<file path="config.mk">
export PLATFORM = sky130hd
export DESIGN_NAME = epp_bus_ctrl
export DESIGN_NICKNAME = d
export VERILOG_FILES = /design/src/rtl/epp_bus_ctrl.sv
export SDC_FILE = /design/constraint.sdc
export NUM_CORES = 1
export LEC_CHECK = 0
export CAP_MARGIN = 30
export CORE_ASPECT_RATIO = 1.4
export CORE_MARGIN = 10
export CORE_UTILIZATION = 31
export DETAILED_ROUTE_END_ITERATION = 6
export PLACE_DENSITY_LB_ADDON = 0.25
export SLEW_MARGIN = 30
export SYNTH_ARGS = -nofsm -noshare
export SYNTH_HDL_FRONTEND = slang
export SYNTH_SLANG_ARGS = --single-unit
</file>
<file path="constraint.sdc">
create_clock -name clk -period 2.8 [get_ports clk]
set_input_delay 0.56 -clock clk [delete_from_list [all_inputs] [get_ports clk]]
set_output_delay 0.56 -clock clk [all_outputs]
set_load 0.005 [all_outputs]
</file>
<file path="src/rtl/epp_bus_ctrl.sv">
// EPP (IEEE-1284 enhanced parallel port) slave controller.
// Turns host address/data strobes into a simple register bus with an
// auto-incrementing address pointer and a read timeout.
//
// Ports:
//   clk, nReset                 clock, async active-low reset
//   nWrite, nAddrStr, nDataStr  raw EPP control pins from the host (async)
//   nWait                       EPP handshake (0 = ready, 1 = cycle acknowledged)
//   pd_in / pd_out / pd_oe      parallel data in, read data out, output enable
//   reg_addr                    current register address pointer
//   reg_wdata, reg_we           write data and one-clock write strobe
//   reg_re, reg_ack, reg_rdata  one-clock read request, completion, read data
//   tmo_err, clr_err            sticky read-timeout flag and its clear
module epp_bus_ctrl #(
  parameter int unsigned AW  = 5,
  parameter int unsigned TMO = 15
) (
  input  logic          clk,
  input  logic          nReset,
  input  logic          nWrite,
  input  logic          nAddrStr,
  input  logic          nDataStr,
  output logic          nWait,
  input  logic [7:0]    pd_in,
  output logic [7:0]    pd_out,
  output logic          pd_oe,
  output logic [AW-1:0] reg_addr,
  output logic [7:0]    reg_wdata,
  output logic          reg_we,
  output logic          reg_re,
  input  logic          reg_ack,
  input  logic [7:0]    reg_rdata,
  output logic          tmo_err,
  input  logic          clr_err
);

  localparam int unsigned DW = 8;
  localparam int unsigned CW = 8;

  typedef enum logic [1:0] {IDLE, DECODE, RD_WAIT, HOLD} state_e;

  state_e        state_q, state_d;
  logic [2:0]    sync1_q, sync2_q;
  logic [AW-1:0] addr_q, addr_d;
  logic [DW-1:0] wdata_q, wdata_d;
  logic [DW-1:0] pd_out_q, pd_out_d;
  logic [CW-1:0] rcnt_q, rcnt_d;
  logic          nwait_q, nwait_d;
  logic          oe_q, oe_d;
  logic          we_q, we_d;
  logic          re_q, re_d;
  logic          tmo_q, tmo_d;
  logic          data_cyc_q, data_cyc_d;
  logic          rd_cyc_q, rd_cyc_d;
  logic          guard_q, guard_d;
  logic [1:0]    flush_q, flush_d;

  // Synchronized strobes: {nWrite, nAddrStr, nDataStr}
  logic s_wr_n, s_as_n, s_ds_n;
  assign s_wr_n = sync2_q[2];
  assign s_as_n = sync2_q[1];
  assign s_ds_n = sync2_q[0];

  // Next-state and output decode
  always_comb begin
    state_d    = state_q;
    addr_d     = addr_q;
    wdata_d    = wdata_q;
    pd_out_d   = pd_out_q;
    rcnt_d     = rcnt_q;
    nwait_d    = nwait_q;
    oe_d       = oe_q;
    we_d       = 1'b0;
    re_d       = 1'b0;
    tmo_d      = tmo_q & ~clr_err;
    data_cyc_d = data_cyc_q;
    rd_cyc_d   = rd_cyc_q;
    guard_d    = guard_q;
    flush_d    = (flush_q != 2'd0) ? flush_q - 2'd1 : 2'd0;

    case (state_q)
      IDLE: begin
        nwait_d = 1'b0;
        oe_d    = 1'b0;
        // After reset the synchronizers read "inactive" until flushed; a strobe
        // held low through reset must be released before it counts as new.
        if (guard_q) begin
          if ((flush_q == 2'd0) && s_as_n && s_ds_n) begin
            guard_d = 1'b0;
          end
        end else if (!s_as_n || !s_ds_n) begin
          state_d = DECODE;
        end
      end

      DECODE: begin
        if (!s_as_n) begin
          data_cyc_d = 1'b0;
          if (!s_wr_n) begin
            addr_d   = pd_in[AW-1:0];
            rd_cyc_d = 1'b0;
          end else begin
            pd_out_d = DW'(addr_q);
            rd_cyc_d = 1'b1;
          end
          state_d = HOLD;
        end else if (!s_ds_n) begin
          data_cyc_d = 1'b1;
          if (!s_wr_n) begin
            we_d     = 1'b1;
            wdata_d  = pd_in;
            rd_cyc_d = 1'b0;
            state_d  = HOLD;
          end else begin
            re_d     = 1'b1;
            rcnt_d   = '0;
            rd_cyc_d = 1'b1;
            state_d  = RD_WAIT;
          end
        end else begin
          state_d = IDLE;
        end
      end

      RD_WAIT: begin
        // Host abort wins over a simultaneous ack: nobody is left to take the data.
        if (s_ds_n) begin
          state_d = IDLE;
        end else if (reg_ack) begin
          pd_out_d = reg_rdata;
          state_d  = HOLD;
        end else if (rcnt_q == CW'(TMO - 1)) begin
          pd_out_d = 8'hFF;
          tmo_d    = 1'b1;
          state_d  = HOLD;
        end else begin
          rcnt_d = rcnt_q + CW'(1);
        end
      end

      HOLD: begin
        nwait_d = 1'b1;
        oe_d    = rd_cyc_q;
        if (s_as_n && s_ds_n) begin
          nwait_d = 1'b0;
          oe_d    = 1'b0;
          state_d = IDLE;
          if (data_cyc_q) begin
            addr_d = addr_q + AW'(1);
          end
        end
      end

      default: state_d = IDLE;
    endcase
  end

  // State, synchronizer and output registers
  always_ff @(posedge clk or negedge nReset) begin
    if (!nReset) begin
      state_q    <= IDLE;
      sync1_q    <= 3'b111;
      sync2_q    <= 3'b111;
      addr_q     <= '0;
      wdata_q    <= '0;
      pd_out_q   <= '0;
      rcnt_q     <= '0;
      nwait_q    <= 1'b0;
      oe_q       <= 1'b0;
      we_q       <= 1'b0;
      re_q       <= 1'b0;
      tmo_q      <= 1'b0;
      data_cyc_q <= 1'b0;
      rd_cyc_q   <= 1'b0;
      guard_q    <= 1'b1;
      flush_q    <= 2'd2;
    end else begin
      state_q    <= state_d;
      sync1_q    <= {nWrite, nAddrStr, nDataStr};
      sync2_q    <= sync1_q;
      addr_q     <= addr_d;
      wdata_q    <= wdata_d;
      pd_out_q   <= pd_out_d;
      rcnt_q     <= rcnt_d;
      nwait_q    <= nwait_d;
      oe_q       <= oe_d;
      we_q       <= we_d;
      re_q       <= re_d;
      tmo_q      <= tmo_d;
      data_cyc_q <= data_cyc_d;
      rd_cyc_q   <= rd_cyc_d;
      guard_q    <= guard_d;
      flush_q    <= flush_d;
    end
  end

  assign nWait     = nwait_q;
  assign pd_out    = pd_out_q;
  assign pd_oe     = oe_q;
  assign reg_addr  = addr_q;
  assign reg_wdata = wdata_q;
  assign reg_we    = we_q;
  assign reg_re    = re_q;
  assign tmo_err   = tmo_q;

endmodule

</file>
==> flow_summary.yaml <==
worst_setup_path:
  worst-r2r-setup-slack_ns: 0.58
  setup.worst_path.class: "flop to flop"
  setup.worst_path.start_class: "flop"
  worst-path-max-fanout: 9
  category_of_the_worst_setup_path_capture_point: "flop"
  timing.critical_path.slowest_stage_cell: "sky130_fd_sc_hd__or3_1"
  timing.critical_path.max_delay_family: "simple AND/OR/NAND/NOR gates"
  startpoint: "state_q[0]$_DFFE_PN0P_"
  reg2reg_from: "state_q[0]$_DFFE_PN0P_"
  worst_setup_path_endpoint: "state_q[1]$_DFFE_PN0P_"
  critical_path.reg2reg.endpoint: "state_q[1]$_DFFE_PN0P_"
  critPathRequiredTime_ns: 2.98
  critPathBufInv: 2
  cpMostUsedCell: "sky130_fd_sc_hd__inv_1"
  critical_path.cell_chain: "inv_1 > ha_1 > inv_1 > or3_1 > o221ai_2 > mux2_1"
  ff2ff_path_depth: 6
  slowest_delay_ns: 0.44
  worstPathArrival_ns: 2.40
  cp.depth: 6
die:
  num_io_pins: 49
  die_height_um: 121.4
  core_region_area_um2: 7072
  floorplan.rows: 36
  overall_die_area_um2: 11220
  die_w_um: 92.42
  initial_utilization_pct: 32.18
placement:
  globalplace.congestion: 0.7768
  dpl-instance-area_um2: 2874
  placement.io_buffers: 48
  hpwl_mm: 4.060
  numPlacedInstances: 352
  pre_cts_ws_ns: 0.4712
drt:
  drt-vias-per-instance: 4.808
  detail_route.drc_violations: 0
  drt.antenna.violating_nets: 0
  total_vias_in_the_final_route: 1731
  wl_mm: 5.296
  drt-pass1-iter-count: 4
  dr.first_iter.drc_count: 96
  wl_per_cell_um: 14.71
clock_tree:
  cts-htree-levels: 2
  worst_skew_pair.late_latency_ns: 0.30
  clkSlewWorstSetupHoldPaths_ns: 0.09
  cts.hold.buffers_added: 0
  clkSinkCount: 47
  cts.root.buffer_cell: "sky130_fd_sc_hd__clkbuf_8"
  tritoncts: "built"
  post_cts_resize_count: 0
  total_clock_buffers_created_by_cts: 5
  longest_clk_path_bufs: 2
  cts_post_setup_buffers_inserted: 0
timing:
  total_setup_violations_reported_at_the_end_of_the_flow: 0
  max_clock_freq_mhz: 451.3
  min_period_over_period_pct: 79.13
  total_negative_setup_slack_ns: 0
  setup_ws_ns: 0.5842
  grt_setup_unrepaired: "no"
  finalClockSkew_ns: 0.01234
  worst-slew-pin-transition_ns: 0.6712
  drv_slew: 0
  period_minus_slack_ns: 2.216
  maxSlewHeadroom_pct: 55.25
  final-hold-violation-count: 0
global_routing:
  antenna_found_initial: 0
  grt_first_pass_wirelength_mm: 8.742
  pin_count_of_the_biggest_net_entering_global_routing: 44
  first_global_vias: 1735
  grt_use_total_pct: 9.566
  grt_ovf: 0
synth:
  synth-seq-area-share_pct: 52.12
  synth_top_area_share_pct: 42.88
  syn_nets: 243
  async_flop_share_pct: 100.0
  ys_dominant_reg_cell: "sky130_fd_sc_hd__dfrtp_1"
  yosysTopAreaCell: "sky130_fd_sc_hd__dfrtp_1"
  synthTopCellsByArea: "sky130_fd_sc_hd__dfrtp_1 (43%), sky130_fd_sc_hd__dfstp_2 (9.2%), sky130_fd_sc_hd__mux2i_1 (4.8%)"
  yosys_register_bits: 47
  synth-edff-count: 0
  yosys.cell_count.top_type: "sky130_fd_sc_hd__dfrtp_1"
  syn_inst: 212
  netlist_area_um2: 2276
  synth_common_cells: "sky130_fd_sc_hd__dfrtp_1 (39), sky130_fd_sc_hd__nand2_1 (24), sky130_fd_sc_hd__inv_1 (18)"
  yosysUniqueCellTypes: 42
  synth_warnings: 0
  postSynthAreaPerCell_um2: 10.74
flow_run:
  cap_violations: 0
final_layout:
  design.final.nets: 295
  drive_above_1_share_pct: 13.58
  n_antenna_cell: 0
  areaGrowthSynthToFinish_pct: 31.39
  final_design_area_no_fill_um2: 2990
  final_cells: 360
pwr:
  worst_ir_drop_vdd_mv: 0.4427
  cellPowerDensity_nw_per_um2: 888.8
  fin_total_pwr_mw: 2.658
  leakagePower_nw: 1.266
hold_path:
  hold_path_class: "input pin to asynchronous set/reset pin"
run_status:
  outcome: "completed"
-- worst register-to-register path, delay by kind of cell, from the launching register on --
kind / cells / cell delay [ns]
adder cells (fa/ha/maj): 1 / 0.33
AND/OR/NAND/NOR: 1 / 0.44
flip-flops: 1 / 0.42
AO/OA/AOI/OAI: 1 / 0.24
multiplexers: 1 / 0.34
buffers and inverters: 2 / 0.32
-- how the worst min path moves through the flow --
stage	from	end	slack [ns]
global placement	sync1_q[0]$_DFF_PN1_	sync2_q[0]$_DFF_PN1_	0.35
detailed placement	sync1_q[0]$_DFF_PN1_	sync2_q[0]$_DFF_PN1_	0.35
floorplan	nReset	data_cyc_q$_DFFE_PN0P_	0.26
global route	nReset	rd_cyc_q$_DFFE_PN0P_	0.27
finish	nReset	rcnt_q[6]$_DFFE_PN0P_	0.23
CTS	nReset	rcnt_q[6]$_DFFE_PN0P_	0.25
-- registers in the layout, summed over array words and instances (netlist names), 2 cells and up --
register	count
reg_wdata	8
reg_addr	5
sync2_q	3
sync1_q	3
pd_out	8
state_q	2
rcnt_q	8
flush_q	2
-- metal layers --
layer | global-route usage [%] | part of all wire, %
met1 | 10.76 | 42
met2 | 16.77 | 52
met5 | 0 | 0
met4 | 3.772 | 1.5
met3 | 2.477 | 3.9
-- final cells by class --
class                   count  area, um^2
well taps                  95       118.9
flip-flops and latches     47        1186
repair buffers             52       508.0
clock inverters             3       47.55
multi-input cells         140       993.5
fillers                   696        4081
clock buffers               5       68.82
inverters                  18       67.56
-- placed cells by master (no fill, tap or decap), types with 2 or more instances in the layout --
cell,synthesis,final
sky130_fd_sc_hd__o211ai_1,3,3
sky130_fd_sc_hd__buf_4,0,5
sky130_fd_sc_hd__o21ai_0,13,13
sky130_fd_sc_hd__nor2_1,11,11
sky130_fd_sc_hd__o22ai_1,7,7
sky130_fd_sc_hd__dfrtp_1,39,39
sky130_fd_sc_hd__clkdlybuf4s50_1,0,47
sky130_fd_sc_hd__a21oi_1,7,7
sky130_fd_sc_hd__ha_1,8,8
sky130_fd_sc_hd__dfstp_2,8,8
sky130_fd_sc_hd__nand4b_1,3,3
sky130_fd_sc_hd__mux2_1,2,2
sky130_fd_sc_hd__mux2i_1,11,11
sky130_fd_sc_hd__nor2b_1,4,4
sky130_fd_sc_hd__mux2_2,8,8
sky130_fd_sc_hd__o41a_1,2,2
sky130_fd_sc_hd__clkbuf_8,0,5
sky130_fd_sc_hd__nand2_1,24,24
sky130_fd_sc_hd__inv_1,18,18
sky130_fd_sc_hd__nand3_1,10,10
sky130_fd_sc_hd__or3_1,3,3
sky130_fd_sc_hd__nor3_1,2,2
sky130_fd_sc_hd__and3_1,3,3
-- where the power goes --
group | total (mW) | internal, mW | switching [mW]
Sequential | 1.03 | 0.882 | 0.153
Clock | 0.511 | 0.271 | 0.241
Combinational | 1.11 | 0.612 | 0.500
Total | 2.66 | 1.76 | 0.894
-- per-stage QoR --
step                      util (%)  hold slack [ns]
after floorplan                  -           0.2644
after global placement       40.61           0.3461
after detailed placement     40.64           0.3481
after CTS                    42.29           0.2550
after global routing         42.29           0.2713
final                        42.29           0.2300
-- cells by family (layout without fill, tap and decap cells) --
logic type / count (synthesis) / count (layout) / share of synthesized area [%]
simple gates: 68 / 68 / 16.27
mux: 21 / 21 / 9.786
compound gates: 43 / 43 / 13.19
fa+ha+maj: 8 / 8 / 4.398
flops: 47 / 47 / 52.12
buf+inv: 25 / 78 / 4.233
Note: power is estimated with default switching activity, not from simulation.
